--- src/rtl/rsa_decrypt_core_pkg.sv ---
// ============================================================================
// Module      : rsa_decrypt_core_pkg
// Description : Shared state encoding and sizing constants for the RSA core.
// Revision    : 1.0 - initial release
// ============================================================================
`default_nettype none

package rsa_decrypt_core_pkg;

   localparam int DEFAULT_WIDTH = 128;
   localparam int MULT_LATENCY  = DEFAULT_WIDTH + 1;

   typedef enum logic [2:0] {
      ST_IDLE   = 3'd0,
      ST_LOAD   = 3'd1,
      ST_SQUARE = 3'd2,
      ST_MULT   = 3'd3,
      ST_DONE   = 3'd4
   } state_t;

   // One load cycle followed by one iteration per operand bit.
   function automatic int mult_latency(input int width);
      return width + 1;
   endfunction

endpackage

`default_nettype wire

--- src/rtl/rsa_decrypt_core_mult.sv ---
// ============================================================================
// Module      : mod_mult_serial
// Description : Interleaved shift-add modular multiplier, r = a*b mod n.
// Revision    : 1.0 - initial release
// ============================================================================
`default_nettype none

module mod_mult_serial
   import rsa_decrypt_core_pkg::*;
#(
   parameter int WIDTH = DEFAULT_WIDTH
) (
   input  logic             clk,
   input  logic             rst_n,
   input  logic             i_start,
   input  logic [WIDTH-1:0] i_a,
   input  logic [WIDTH-1:0] i_b,
   input  logic [WIDTH-1:0] i_n,
   output logic             o_done,
   output logic [WIDTH-1:0] o_result
);

   localparam int CW = (WIDTH > 1) ? $clog2(WIDTH) : 1;
   localparam int AW = WIDTH + 2;

   logic             r_busy;
   logic [CW-1:0]    r_cnt;
   logic [WIDTH-1:0] r_a;
   logic [WIDTH-1:0] r_b;
   logic [WIDTH-1:0] r_n;
   logic [AW-1:0]    r_r;

   logic [AW-1:0]    w_n_ext;
   logic [AW-1:0]    w_sum;
   logic [AW-1:0]    w_s1;
   logic [AW-1:0]    w_s2;

   // r < n and b < n keep 2r+b below 3n, so two conditional subtracts suffice.
   always_comb begin
      w_n_ext = {2'b00, r_n};
      w_sum   = (r_r << 1) + (r_a[WIDTH-1] ? {2'b00, r_b} : {AW{1'b0}});
      w_s1    = (w_sum >= w_n_ext) ? (w_sum - w_n_ext) : w_sum;
      w_s2    = (w_s1 >= w_n_ext) ? (w_s1 - w_n_ext) : w_s1;
   end

   assign o_done   = r_busy && (r_cnt == '0);
   assign o_result = w_s2[WIDTH-1:0];

   always_ff @(posedge clk or negedge rst_n) begin
      if (!rst_n) begin
         r_busy <= 1'b0;
         r_cnt  <= '0;
         r_a    <= '0;
         r_b    <= '0;
         r_n    <= '0;
         r_r    <= '0;
      end else if (!r_busy) begin
         if (i_start) begin
            r_busy <= 1'b1;
            r_cnt  <= CW'(mult_latency(WIDTH) - 2);
            r_a    <= i_a;
            r_b    <= i_b;
            r_n    <= i_n;
            r_r    <= '0;
         end
      end else begin
         r_r <= w_s2;
         r_a <= r_a << 1;
         if (r_cnt == '0) begin
            r_busy <= 1'b0;
         end else begin
            r_cnt <= r_cnt - 1'b1;
         end
      end
   end

endmodule

`default_nettype wire

--- src/rtl/rsa_decrypt_core.sv ---
// ============================================================================
// Module      : rsa_decrypt_core
// Description : Left-to-right square-and-multiply RSA decryption, c^d mod N.
//               Build macro RSA_CONST_TIME_EN runs MULT for every exponent bit.
// Revision    : 1.0 - initial release
// ============================================================================
`default_nettype none

module rsa_decrypt_core
   import rsa_decrypt_core_pkg::*;
#(
   parameter int WIDTH = DEFAULT_WIDTH
) (
   input  logic             clk,
   input  logic             rst_n,
   input  logic             in_valid,
   output logic             in_ready,
   input  logic [WIDTH-1:0] cipher,
   input  logic [WIDTH-1:0] exp_d,
   input  logic [WIDTH-1:0] mod_n,
   output logic             out_valid,
   input  logic             out_ready,
   output logic [WIDTH-1:0] plain,
   output logic             err
);

   localparam int IW = (WIDTH > 1) ? $clog2(WIDTH) : 1;

   state_t           r_state;
   state_t           w_next_state;

   logic [WIDTH-1:0] r_c;
   logic [WIDTH-1:0] r_d;
   logic [WIDTH-1:0] r_n;
   logic [WIDTH-1:0] r_acc;
   logic [WIDTH-1:0] r_plain;
   logic [IW-1:0]    r_idx;
   logic             r_err;

   logic             w_bad;
   logic             w_bit;
   logic             w_last;
   logic             w_mul_start;
   logic             w_mul_done;
   logic [WIDTH-1:0] w_mul_b;
   logic [WIDTH-1:0] w_mul_res;
   logic [WIDTH-1:0] w_mult_acc;

   assign w_bad      = (r_n < WIDTH'(2)) || (r_c >= r_n);
   assign w_bit      = r_d[r_idx];
   assign w_last     = (r_idx == '0);
   assign w_mult_acc = w_bit ? w_mul_res : r_acc;

   assign plain = r_plain;
   assign err   = r_err;

   mod_mult_serial #(
      .WIDTH    (WIDTH)
   ) u_mult (
      .clk      (clk),
      .rst_n    (rst_n),
      .i_start  (w_mul_start),
      .i_a      (r_acc),
      .i_b      (w_mul_b),
      .i_n      (r_n),
      .o_done   (w_mul_done),
      .o_result (w_mul_res)
   );

   always_ff @(posedge clk or negedge rst_n) begin
      if (!rst_n) begin
         r_state <= ST_IDLE;
      end else begin
         r_state <= w_next_state;
      end
   end

   always_comb begin
      w_next_state = r_state;
      case (r_state)
         ST_IDLE:   if (in_valid) w_next_state = ST_LOAD;
         ST_LOAD:   w_next_state = w_bad ? ST_DONE : ST_SQUARE;
         ST_SQUARE: begin
            if (w_mul_done) begin
`ifdef RSA_CONST_TIME_EN
               w_next_state = ST_MULT;
`else
               if (w_bit)       w_next_state = ST_MULT;
               else if (w_last) w_next_state = ST_DONE;
               else             w_next_state = ST_SQUARE;
`endif
            end
         end
         ST_MULT:   if (w_mul_done) w_next_state = w_last ? ST_DONE : ST_SQUARE;
         ST_DONE:   if (out_ready) w_next_state = ST_IDLE;
         default:   w_next_state = ST_IDLE;
      endcase
   end

   always_comb begin
      in_ready    = (r_state == ST_IDLE);
      out_valid   = (r_state == ST_DONE);
      w_mul_start = (r_state == ST_SQUARE) || (r_state == ST_MULT);
      w_mul_b     = (r_state == ST_MULT) ? r_c : r_acc;
   end

   always_ff @(posedge clk or negedge rst_n) begin
      if (!rst_n) begin
         r_c     <= '0;
         r_d     <= '0;
         r_n     <= '0;
         r_acc   <= '0;
         r_plain <= '0;
         r_idx   <= '0;
         r_err   <= 1'b0;
      end else begin
         case (r_state)
            ST_IDLE: begin
               if (in_valid) begin
                  r_c     <= cipher;
                  r_d     <= exp_d;
                  r_n     <= mod_n;
                  r_plain <= '0;
                  r_err   <= 1'b0;
               end
            end
            ST_LOAD: begin
               if (w_bad) begin
                  r_err <= 1'b1;
               end else begin
                  r_acc <= WIDTH'(1);
                  r_idx <= IW'(WIDTH - 1);
               end
            end
            ST_SQUARE: begin
               if (w_mul_done) begin
                  r_acc <= w_mul_res;
`ifdef RSA_CONST_TIME_EN
`else
                  // MULT is skipped for a zero bit, so the bit is retired here.
                  if (!w_bit) begin
                     if (w_last) r_plain <= w_mul_res;
                     else        r_idx   <= r_idx - 1'b1;
                  end
`endif
               end
            end
            ST_MULT: begin
               if (w_mul_done) begin
                  r_acc <= w_mult_acc;
                  if (w_last) r_plain <= w_mult_acc;
                  else        r_idx   <= r_idx - 1'b1;
               end
            end
            default: ;
         endcase
      end
   end

endmodule

`default_nettype wire

--- config.mk ---
export PLATFORM = sky130hd
export DESIGN_NAME = rsa_decrypt_core
export DESIGN_NICKNAME = d
export VERILOG_FILES = /design/src/rtl/rsa_decrypt_core_pkg.sv /design/src/rtl/rsa_decrypt_core_mult.sv /design/src/rtl/rsa_decrypt_core.sv
export SDC_FILE = /design/constraint.sdc
export NUM_CORES = 2
export LEC_CHECK = 0
export BUFFER_PORTS_ARGS = -buffer_cell sky130_fd_sc_hd__buf_2
export CAP_MARGIN = 20
export CORE_ASPECT_RATIO = 0.75
export CORE_MARGIN = 10
export CORE_UTILIZATION = 56
export DETAILED_ROUTE_END_ITERATION = 10
export PLACE_DENSITY_LB_ADDON = 0.1
export RECOVER_POWER = 100
export SLEW_MARGIN = 5
export SYNTH_ARGS = -nofsm -noshare
export SYNTH_HDL_FRONTEND = slang
export SYNTH_SLANG_ARGS = --single-unit
--- constraint.sdc ---
create_clock -name clk -period 10.6 [get_ports clk]
set_input_delay 0 -clock clk [delete_from_list [all_inputs] [get_ports clk]]
set_output_delay 0 -clock clk [all_outputs]
set_load 0.005 [all_outputs]
==> run_results.csv, run 1 <==
group,metric,value,unit
run_status,status,"aborted with a tool error",
run_status,flow.stopped_at,"global routing (5_1_grt)",
run_status,tool.error,"[ERROR GRT-0232] Routing congestion too high. Check the congestion heatmap in the GUI.",
yosys,async_reset_ff_share,100,%
yosys,synth_compound_area_share,19.1,%
yosys,avgSynthCellArea,8.84,sq um
clocking,cts_max_path_buffers,3,
placement,port_buffers,518,
yosys,ys_seq_area_share,37.0,%
global_routing,grt_max_degree,201,
yosys,synth_xor_area_share,4.19,%
clocking,cts_buffers,114,
die,rows,119,
die,start_util,56.4,%
yosys,synth_cell_types,90,
die,dieWidth,454,um
clocking,htree_levels,3,
yosys,synth_top_family_by_area,"compound AO/OA/AOI/OAI gates",
yosys,synth_simple_gate_area_share,14.8,%
yosys,synth_edf_count,0,
placement,gp_congestion,1.06,
yosys,yosys_warnings,0,
yosys,synthCells,8967,
yosys,synth_area,79300,sq um
yosys,synth_top_flop_cell,"dfrtp_1",
yosys,syn_nets,9871,
yosys,synth_adder_area_share,8.17,%
placement,place_hpwl,262000,um
yosys,muxShareOfSynthArea,12.1,%
die,die_h,346,um
yosys,ys_seq_elements,1172,
global_routing,track_usage,65.8,%
clocking,clkSinkCount,1172,
die,pin_count,519,
global_routing,grt-ovfl-total,164,
clocking,clock-root-buffer,"clkbuf_16",
==> metrics by stage <==
| stage | setup TNS [ns] | hold slack (ns) | area (sq um) | cells | setup WS, ns |
|---|---|---|---|---|---|
| 4_1_cts | -53.33 | 0.000428 | 112000 | 13752 | -0.298 |
| 3_5_place_dp | -737.25 | 0.143 | 97000 | 12729 | -2.15 |
| 3_3_place_gp | -591.23 | 0.120 | 97000 | 12727 | -1.75 |
| 2_1_floorplan | 0 | -0.296 | 79300 | 8967 | 0.00440 |
==> synthesized netlist by cell type, drive strengths merged (40+ instances only) <==
library cell,n,area [sq um]
o21a,47,353
buf,60,325
inv,404,1520
o31ai,40,300
a21oi,635,3180
xor2,142,1240
nor2b,54,338
o21ai,973,4870
ha,513,6420
nor3,100,500
and2,162,1010
nand4,262,1640
nor2,319,1200
nand2,1265,4750
nand3,122,611
and3,53,332
a21o,266,2000
mux2i,514,5140
mux2,359,4040
a211oi,45,338
o21bai,112,841
nand2b,48,300
a31oi,56,380
xnor2,236,2070
nor4,59,390
clkbuf,488,1830
o211ai,133,1000
dfrtp,1172,29300
==> per-layer routing <==
metal,GRT usage [%],GRT overflow
met1,72.3,9
met2,79.8,71
met3,51.3,18
met4,50.7,66
met5,29.0,0
==> cell families after synthesis <==
family	count (synthesis)
multiplexers	890
flip-flops	1172
AND/OR/NAND/NOR	2536
buffers and inverters	952
adder cells (fa/ha/maj)	516
AO/OA/AOI/OAI	2523
XOR/XNOR	378
==> what timing repair did <==
| item | in CTS |
|---|---|
| setup endpoints to repair | 385 |
| cloned | 20 |
| endpoints found under the hold margin | 545 |
| gates resized for setup | 476 |
| hold buffers | 734 |
| pin swaps | 167 |
| buffers inserted | 70 |
==> inputs of run 2 (changes only) <==
--- a/config.mk
+++ b/config.mk
@@ -7,11 +7,10 @@
 export LEC_CHECK = 0
 export BUFFER_PORTS_ARGS = -buffer_cell sky130_fd_sc_hd__buf_2
 export CAP_MARGIN = 20
-export CORE_ASPECT_RATIO = 0.75
 export CORE_MARGIN = 10
-export CORE_UTILIZATION = 56
+export CORE_UTILIZATION = 40
 export DETAILED_ROUTE_END_ITERATION = 10
-export PLACE_DENSITY_LB_ADDON = 0.1
+export PLACE_DENSITY_LB_ADDON = 0.15
 export RECOVER_POWER = 100
 export SLEW_MARGIN = 5
 export SYNTH_ARGS = -nofsm -noshare
==> constraint.sdc (replaced) <==
create_clock -name clk -period 13.78 [get_ports clk]
set_input_delay 0 -clock clk [delete_from_list [all_inputs] [get_ports clk]]
set_output_delay 0 -clock clk [all_outputs]
set_load 0.005 [all_outputs]
==> run 2 against run 1 <==
Compared with the run above: synthesized cell count is the same; the flow now finishes, with violations (max-capacitance violations, max-slew violations); synthesized area is the same.
==> run_results.csv, run 2 <==
group,metric,value,unit
run_status,status,"complete, but fails checks",
run_status,failed_checks,"max-capacitance violations, max-slew violations",
detailed_routing,final_antenna_net_count,0,
clocking,cts_tree,"yes",
die,die_h,465,um
finish,nets,11739,
setup_path,cp_common_cell,"buf_4",
yosys,ys_top_cells_by_area,"dfrtp_1 (37%), ha_1 (8.1%), mux2i_1 (6.5%), o21ai_0 (6.0%), nand2_1 (6.0%)",
die,pin_count,519,
yosys,synth_compound_area_share,19.1,%
yosys,synth_area,79300,sq um
job,cap_violations,34,
hold_path,holdPathStages,4,
yosys,synth_most_common_cell,"nand2_1",
die,start_util,40.2,%
setup_path,path_buf_inv,17,
detailed_routing,drc,0,
clocking,post_cts_buffers,0,
finish,fillers,18375,
placement,place_hpwl,259000,um
sta,final_max_slew_viol_count,2322,
yosys,synth_top_family_by_area,"compound AO/OA/AOI/OAI gates",
clocking,clock-root-buffer,"clkbuf_16",
detailed_routing,first_pass_iters,6,
setup_path,cp.depth,55,
setup_path,required,14.44,ns
yosys,avgSynthCellArea,8.84,sq um
yosys,yosys_warnings,0,
setup_path,slowest_stage,"or4_1",
yosys,synth_xor_area_share,4.19,%
yosys,synthCells,8967,
global_routing,grt-ovfl-total,0,
yosys,async_reset_ff_share,100,%
global_routing,track_usage,30.7,%
sta,post-route-period-util,97.3,%
placement,gp_congestion,1.00,
setup_path,cp_max_fo,35,
detailed_routing,viasPerCell,5.68,
die,dieArea,216000,sq um
clocking,clk_pin_slew,0.06,ns
setup_path,cp-end-kind,"register",
clocking,clkSinkCount,1172,
sta,finClkSkew,0.0692,ns
clocking,insertion_delay,0.85,ns
die,dieWidth,465,um
setup_path,worst_ep_arrival_time,14.06,ns
setup_path,critical_path.top_delay_family,"compound AO/OA/AOI/OAI gates",
sta,post-route-min-period,13.40,ns
yosys,synth_adder_area_share,8.17,%
sta,worstMarginPinSlew,8.43,ns
global_routing,grt_max_degree,159,
die,core-area,197000,sq um
finish,drive_gt1_share,17.7,%
finish,stdcell_count,13596,
placement,placed_cells,12535,
setup_path,criticalPathCategory,"register to register",
clocking,cts_max_path_buffers,3,
detailed_routing,vias,77233,
detailed_routing,wl_per_cell,25.3,um
yosys,muxShareOfSynthArea,12.1,%
finish,regMostFlops,"u_mult.r_r",
hold_path,hold_path.class,"primary input to register",
finish,mostFrequentLayoutCells,"nand2_1 (1262), dfrtp_1 (1170), o21ai_0 (960), buf_4 (842), dlygate4sd3_1 (797)",
yosys,ys_seq_area_share,37.0,%
detailed_routing,drt_iter0_markers,6849,
setup_path,slowest_delay,0.60,ns
die,rows,163,
yosys,synth_edf_count,0,
sta,fmax,74.6,MHz
yosys,yosys-top-cells-count,"nand2_1 (1265), dfrtp_1 (1172), o21ai_0 (953)",
finish,final_common_cell,"nand2_1",
yosys,synth_simple_gate_area_share,14.8,%
finish,syn_to_final_growth,30.1,%
sta,setup_violations,0,
global_routing,grt_pass1_wl,514000,um
clocking,cts_buffers,138,
yosys,synth_top_flop_cell,"dfrtp_1",
setup_path,start_kind,"register",
placement,port_buffers,518,
sta,worst_slew_margin_rel,-462,%
global_routing,grt_pass1_vias,78468,
finish,largest_register_ffs,129,
clocking,htree_levels,4,
yosys,synth_cell_types,90,
yosys,syn_nets,9871,
yosys,synth_area_leader_cell,"dfrtp_1",
yosys,synth.top_cell.area_share,37.0,%
sta,finalHoldViolations,0,
sta,rsz0062_at_grt,"false",
global_routing,antenna_found_initial,40,
setup_path,reg2regPathDepth,55,
sta,tns,0,ns
yosys,ys_seq_elements,1172,
detailed_routing,totalWireLength,344000,um
run 2: worst register-to-register path, delay by kind of cell (launching register included):
family / cells / cell delay (ns)
simple gates: 13 / 3.59
buf+inv: 17 / 3.04
xor+xnor: 1 / 0.27
mux: 2 / 0.77
flops: 1 / 0.51
compound gates: 19 / 3.86
fa+ha+maj: 3 / 1.20
run 2: cell families (layout without fill, tap and decap cells):
kind of cell,after synthesis,count (layout)
XOR/XNOR,378,378
buffers and inverters,952,2924
multiplexers,890,890
other,0,17
AND/OR/NAND/NOR,2536,2536
flip-flops,1172,1172
AO/OA/AOI/OAI,2523,2523
adder cells (fa/ha/maj),516,516
run 2: repair_timing:
item                                   CTS  global route
endpoints found under the hold margin  665             0
hold buffers                           798             0
setup endpoints to repair                0           385
resized for setup                        0            12
run 2: routing by layer:
layer  track usage, %  part of all wire, %
met2             48.0                   44
met1             42.7                   45
met5                0                0.038
met4             10.3                  3.5
met3             5.85                  6.9
run 2: path summary, 6_finish.rpt:
path	start	to	slack (ns)
max in group asynchronous	rst_n	u_mult.r_a[90]$_DFFE_PN0P_	2.73
min in group asynchronous	rst_n	u_mult.r_n[53]$_DFFE_PN0P_	1.81
worst max register to register	u_mult.r_a[127]$_DFFE_PN0P_	plain[66]$_DFFE_PN0P_	0.38
worst min register to register	u_mult.r_b[90]$_DFFE_PN0P_	u_mult.r_b[90]$_DFFE_PN0P_	0.47
worst min-delay path	mod_n[127]	r_n[127]$_DFFE_PN0P_	0.29
worst max-delay path	u_mult.r_a[127]$_DFFE_PN0P_	plain[66]$_DFFE_PN0P_	0.38
run 2: cell type report:
type	count	area, sq um	area share, %
Clock buffer	195	4000	3.88
Tap cell	2640	3300	3.20
Sequential cell	1172	29300	28.5
Timing Repair Buffer	2276	17700	17.1
Multi-Input combinational cell	6843	46500	45.1
Clock inverter	49	763	0.740
Inverter	404	1520	1.47
Antenna cell	17	42.5	0.0413
run 2: per-stage QoR:
step	hold WS [ns]	utilization [%]	instance area, sq um	setup WS, ns
final	0.294	52.3	103000	0.378
after floorplan	-0.296	-	79300	2.76
after global placement	0.0952	46.0	90800	0.373
after detailed placement	0.101	46.0	90800	0.326
after global routing	0.292	52.3	103000	0.0172
after CTS	0.240	52.5	104000	0.234
Power of run 2 is left out: the tool's default activity adds up to more than one toggle a clock period on the data nets, which glitch-free logic cannot reach.
